===== src/rtl/conv_window_gen_5x5.sv =====
// Streaming 5x5 window generator: four line buffers feed a 5x5 shift-register window so every
// full neighbourhood of a raster-order feature map is presented exactly once, stride 1.
module conv_window_gen_5x5 #(
  parameter int unsigned bitwidth   = 16,
  parameter int unsigned map_width  = 28,
  parameter int unsigned map_height = 28,
  localparam int unsigned OutRowW   = (map_height > 5) ? $clog2(map_height - 4) : 1,
  localparam int unsigned OutColW   = (map_width > 5) ? $clog2(map_width - 4) : 1
) (
  input  logic                       clk,
  input  logic                       rst_n,
  input  logic signed [bitwidth-1:0] pixel_in,
  input  logic                       in_valid,
  output logic                       in_ready,
  output logic signed [bitwidth-1:0] map_block [4:0][4:0],
  output logic                       out_valid,
  input  logic                       out_ready,
  output logic [OutRowW-1:0]         out_row,
  output logic [OutColW-1:0]         out_col,
  output logic                       out_last
);

  localparam int unsigned RowW = $clog2(map_height);
  localparam int unsigned ColW = $clog2(map_width);
  localparam logic [RowW-1:0] RowLast = RowW'(map_height - 1);
  localparam logic [ColW-1:0] ColLast = ColW'(map_width - 1);

  logic [RowW-1:0]            row_q;
  logic [ColW-1:0]            col_q;
  logic                       valid_q;
  logic                       last_q;
  logic [OutRowW-1:0]         orow_q;
  logic [OutColW-1:0]         ocol_q;
  logic signed [bitwidth-1:0] win_q  [4:0][4:0];
  // lb_q[0] holds row r-4, lb_q[3] holds row r-1, all indexed by column.
  logic signed [bitwidth-1:0] lb_q   [4][map_width];
  logic signed [bitwidth-1:0] newcol [4:0];

  logic accept;
  logic row_end;
  logic col_end;
  logic win_hit;

  assign in_ready = !valid_q || out_ready;
  assign accept   = in_valid && in_ready;
  assign row_end  = (row_q == RowLast);
  assign col_end  = (col_q == ColLast);
  assign win_hit  = (row_q >= RowW'(4)) && (col_q >= ColW'(4));

  always_comb begin
    for (int k = 0; k < 4; k++) begin
      newcol[k] = lb_q[k][col_q];
    end
    newcol[4] = pixel_in;
  end

  // Each accepted pixel pushes the column up by one row; storage needs no reset.
  always_ff @(posedge clk) begin
    if (accept) begin
      for (int k = 0; k < 3; k++) begin
        lb_q[k][col_q] <= lb_q[k+1][col_q];
      end
      lb_q[3][col_q] <= pixel_in;
    end
  end

  always_ff @(posedge clk or negedge rst_n) begin
    if (!rst_n) begin
      row_q   <= '0;
      col_q   <= '0;
      valid_q <= 1'b0;
      last_q  <= 1'b0;
      orow_q  <= '0;
      ocol_q  <= '0;
      for (int i = 0; i < 5; i++) begin
        for (int j = 0; j < 5; j++) begin
          win_q[i][j] <= '0;
        end
      end
    end else if (accept) begin
      col_q <= col_end ? '0 : col_q + ColW'(1);
      if (col_end) begin
        row_q <= row_end ? '0 : row_q + RowW'(1);
      end
      for (int i = 0; i < 5; i++) begin
        for (int j = 0; j < 4; j++) begin
          win_q[i][j] <= win_q[i][j+1];
        end
        win_q[i][4] <= newcol[i];
      end
      valid_q <= win_hit;
      last_q  <= win_hit && row_end && col_end;
      if (win_hit) begin
        orow_q <= OutRowW'(row_q - RowW'(4));
        ocol_q <= OutColW'(col_q - ColW'(4));
      end
    end else if (out_ready) begin
      valid_q <= 1'b0;
      last_q  <= 1'b0;
    end
  end

  assign map_block = win_q;
  assign out_valid = valid_q;
  assign out_row   = orow_q;
  assign out_col   = ocol_q;
  assign out_last  = last_q;

endmodule


===== config.mk =====
export PLATFORM = sky130hd
export DESIGN_NAME = conv_window_gen_5x5
export DESIGN_NICKNAME = d
export VERILOG_FILES = /design/src/rtl/conv_window_gen_5x5.sv
export SDC_FILE = /design/constraint.sdc
export NUM_CORES = 2
export LEC_CHECK = 0
export BUFFER_PORTS_ARGS = -buffer_cell sky130_fd_sc_hd__buf_2
export CORE_ASPECT_RATIO = 0.7
export CORE_MARGIN = 5
export CORE_UTILIZATION = 35
export DETAILED_ROUTE_END_ITERATION = 8
export SETUP_SLACK_MARGIN = 0.4
export SLEW_MARGIN = 25
export SYNTH_ARGS = -nofsm -noshare
export SYNTH_HDL_FRONTEND = slang
export SYNTH_SLANG_ARGS = --single-unit

===== constraint.sdc =====
create_clock -name clk -period 9.6 [get_ports clk]
set_clock_uncertainty 0.15 [all_clocks]
set_input_delay 1.44 -clock clk [delete_from_list [all_inputs] [get_ports clk]]
set_output_delay 1.44 -clock clk [all_outputs]
set_load 0.02 [all_outputs]

# Word level (Yosys, flattened, before mapping)
# Memories as Yosys holds them, arrays and structs flattened.
# Cells that the tools add are included.
# W data, S select, Z words.
# op_classes
n_div,0
n_mux,21
mul,0
magnitude_cmp,4
add_sub_neg,4
bitwise_logic,1
reduce_logical,10
shifts,0
eq_ne,2
# op_table
operator,count
$mux W448,1
$bmux W16 S5,4
$mux W16,9
$demux W16 S5,1
$add A5 B1 Y5 const B,2
$eq A5 B5 Y1 const B,2
$ge A5 B3 Y1 const B,2
$mux W5,2
$sub A5 B3 Y5 const B,2
$ge A6 B6 Y1 const B,1
$lt A6 B1 Y1 const B,1
$not A5 Y6,1
$logic_and A1 B1 Y1,5
$mux W1,4
$reduce_and A2 Y1,2
$reduce_bool A2 Y1,1
$logic_not A1 Y1,1
$logic_or A1 B1 Y1,1
# word_totals
memories,1
output_inout_bits,413
input_bits,20
reg_bits,422
mem_bits_ro,0
latch_bits,0
ram_bits,1792
wordCells,74
# memory_table
memory,depth,word_bits,read_ports,rd_clocked_by_memory_dff,write_ports,line,text
lb_q,4,448,4,0,4,36,logic signed [bitwidth-1:0] lb_q [4][map_width];

# Depth between registers and ports, before layout
# depth
word_depth,6
ltp_mapped,11
ltp_nobuf,7

# Least setup slack after synthesis
# Ideal clock, no wire load.
# synth_timing
path_kind,input to register
startpoint,input out_ready
endpoint,memory lb_q[0][208] (netlist name) (enable)
setup_time_ns,0.487
arrival_time_ns,5.356
path_buffers,3
path_slack_ns,3.607
required_time_ns,8.963
stages,7
path_cell_list,nand2b_1 and2_1 clkbuf_1 buf_2 clkbuf_1 nand2_1 nor2_1
# synth_rtl
item,line,text
"start, declared",17,"input logic out_ready,"
"end, declared",36,

==> metrics <==
Die Span Y 420 um; most numerous cell in the Yosys netlist edfxtp_1; ys async rst share 19.1%; Post-synth top flop edfxtp_1; final hold vios 0; Critical Path Most Common Cell buf_4; Clock transition at path regs roughly 0.07 ns; router iterations before antenna repair 6; switching part of the total 37.2%; Max FO, Critical Path 46; logic gate share of total power around 33%; global-route wire length before repair roughly 340000 um; status finished clean; Ports between 400 and 500; total number of clock tree sinks ~2200; Die Footprint 251000 sq um; R2R setup slack ~4 ns; DIE WIDTH 596 um; largest net degree at the start of global routing ~200; post-synthesis sequential area ratio around three quarters; synthesis warning total 0; cts repair resizes 0; synthesis-to-finish area growth 14.7%; Final Critical Period 5.60 ns; top cells by count, synth 1792 x edfxtp_1, 1115 x nand2_1, 675 x mux2i_1; MaxCap Viol Count 0; Critical-path top delay cell dfrtp_4; DRT antenna net count 0; worst-margin pin slew 1.13 ns; total global-route track usage 18.8%; fmax 0.179 GHz; CP max stage delay ~0.96 ns; net switching power around 0.013 W; distinct cell type count after synthesis 54; hold_buf cts 0; Via-to-Cell Ratio 5.36; RSZ-0062 raised after global routing no; area share of the largest cell type after synthesis 63.9%; Tcrit/Tclk final 58.3%; share of layout cells above drive strength 1 18.3%; Mapped Avg Cell Area 16.3 sq um; clk buf depth 4; CP Launch Type flop; CP arrival 6.14 ns; Clk network pwr share 22.1%; setup TNS 0 ns; largest cells by area after synthesis edfxtp_1 64%, dfrtp_1 13%, mux2i_1 8.0%; drt first-iter violations roughly 6000; synthesized area roughly 84000 sq um; P_leak 36.0 nW; worst vdd ir 0.261 mV; Slew HR 24.8%; Place WS about 4 ns; Nets 5682; CP Cell Sequence buf_4 > buf_4 > nor2b_4 > buf_4 > a22oi_1 > nand3_1 > nand3_1 > mux2_2; worst setup path category flop to flop; PwrDens roughly 350 nW/um^2; fin. max-slew vios 0; H-tree depth 4; # Post-CTS Setup Buffers 0; CTS tree done; initial antenna violation count 11; number of global-route vias before repair 45900; Port Buf Inserts 432; critical path data required time 10.14 ns; Row Count 150; CTS Buf Count ~190; DR DRC count 0; Post-Syn Instances 5154; post-synth top area cell edfxtp_1; final setup fails 0; HPWL after DPL 143000 um; hold_ws 0.319 ns; post-synthesis register bit count between 2000 and 2500; Clock Latency Late Sink 0.84 ns; Core Area ~240000 sq um; WL/cell 27.2 um; P_int 0.0213 W; Routed WL ~250000 um; critical path capture point type flop; Seq pwr share 44.5%; Starting Density 35.2%; number of enable flip-flop cells after synthesis 1792; Clock Tree Root clkbuf_16; routability cong. between 0.8 and 0.9; Hold WC Path Type flop to flop; remaining global-route overflow 0; via count roughly 48000; syn_nets 5188; PnR worst setup slack 4.00 ns
## state kept, by name, summed over array words and instances, names as in the netlist
register	count
out_valid	1
out_row	5
out_last	1
out_col	5
map_block	400
lb_q	1792
row_q	5
col_q	5
## layer usage
metal | vias up | track usage [%] | routed length [um]
li1 | 20400 | - | -
met1 | 25300 | 28.2 | 108000
met2 | 2191 | 28.3 | 110000
met3 | 325 | 4.04 | 23100
met4 | 4 | 3.82 | 4860
met5 | - | 0 | 21
## placed cells by master (no fill, tap or decap), drive strengths merged, types with 3 or more instances in the layout
cell type  Yosys  layout
and3           3       3
o22ai        223     223
bufinv         0       5
clkinvlp       0       4
mux2          46      46
nor3           4       4
edfxtp      1792    1792
a22oi        106     106
mux4         111     111
inv            9      11
a31oi         13      13
a21oi         11      11
a221oi         6       6
nand2b         4       4
nor2          76      76
xnor2          3       3
nand4bb        5       5
nand3b         3       3
clkbuf       121     267
nand4b         3       3
nor4          55      55
clkinv         0      72
or4b           3       3
mux2i        675     675
o22a           3       3
ha            14      14
dfrtp        422     422
nand2       1115    1115
nand3        106     106
o211ai         3       3
a211oi         6       6
buf          162     582
or3            3       3
o21ai         26      26
## worst max-delay path: cells and delay by family (launching register included)
| kind | cells | cell delay [ns] |
|---|---|---|
| flip-flops | 1 | 0.96 |
| multiplexers | 1 | 0.61 |
| buffers and inverters | 3 | 1.88 |
| AO/OA/AOI/OAI | 1 | 0.21 |
| AND/OR/NAND/NOR | 3 | 1.56 |
## cells by family (layout without fill, tap and decap cells)
group / Yosys count / after routing / synth area share [%]
flops: 2214 / 2214 / 76.4
compound gates: 410 / 410 / 3.23
buf+inv: 292 / 941 / 1.78
xor+xnor: 3 / 3 / 0.0312
mux: 832 / 832 / 11.6
other cells: 0 / 2 / 0
simple gates: 1389 / 1389 / 6.72
fa+ha+maj: 14 / 14 / 0.208
## layout make-up
class,count,area [sq um]
diodes,2,5.00
well taps,3192,3990
repair buffers,582,3520
flip-flops and latches,2214,64400
clock buffers,267,5390
fillers,21600,143000
clock inverters,83,519
inverters,9,33.8
multi-input cells,2648,18800
## final timing paths
path                       cells past startpoint             end            from
max                                            8  map_block[155]        col_q[1]
min                                            2  map_block[252]  map_block[252]
max reg2reg                                    8  map_block[155]        col_q[1]
min reg2reg                                    2  map_block[252]  map_block[252]
max in group asynchronous                      3  map_block[109]           rst_n
min in group asynchronous                      1  map_block[334]           rst_n
## power by group through the flow
stage | Clock [W] | Combinational (W) | Sequential, W
after global placement | 0 | 0.0110 | 0.0152
after floorplan | 0 | 0.00558 | 0.0158
after detailed placement | 0 | 0.0112 | 0.0153
final | 0.00749 | 0.0113 | 0.0151
after global routing | 0.00802 | 0.0119 | 0.0152
after CTS | 0.00760 | 0.0112 | 0.0151
## stage by stage
step | util [%] | total power (W) | instances | instance area [sq um]
floorplan | - | 0.0214 | 5154 | 84200
global placement | 37.9 | 0.0263 | 8640 | 90500
detailed placement | 37.9 | 0.0265 | 8644 | 90600
CTS | 40.4 | 0.0339 | 8994 | 96500
global route | 40.4 | 0.0352 | 8995 | 96600
finish | 40.4 | 0.0339 | 8997 | 96600
Note: power is estimated with default switching activity, not from simulation.
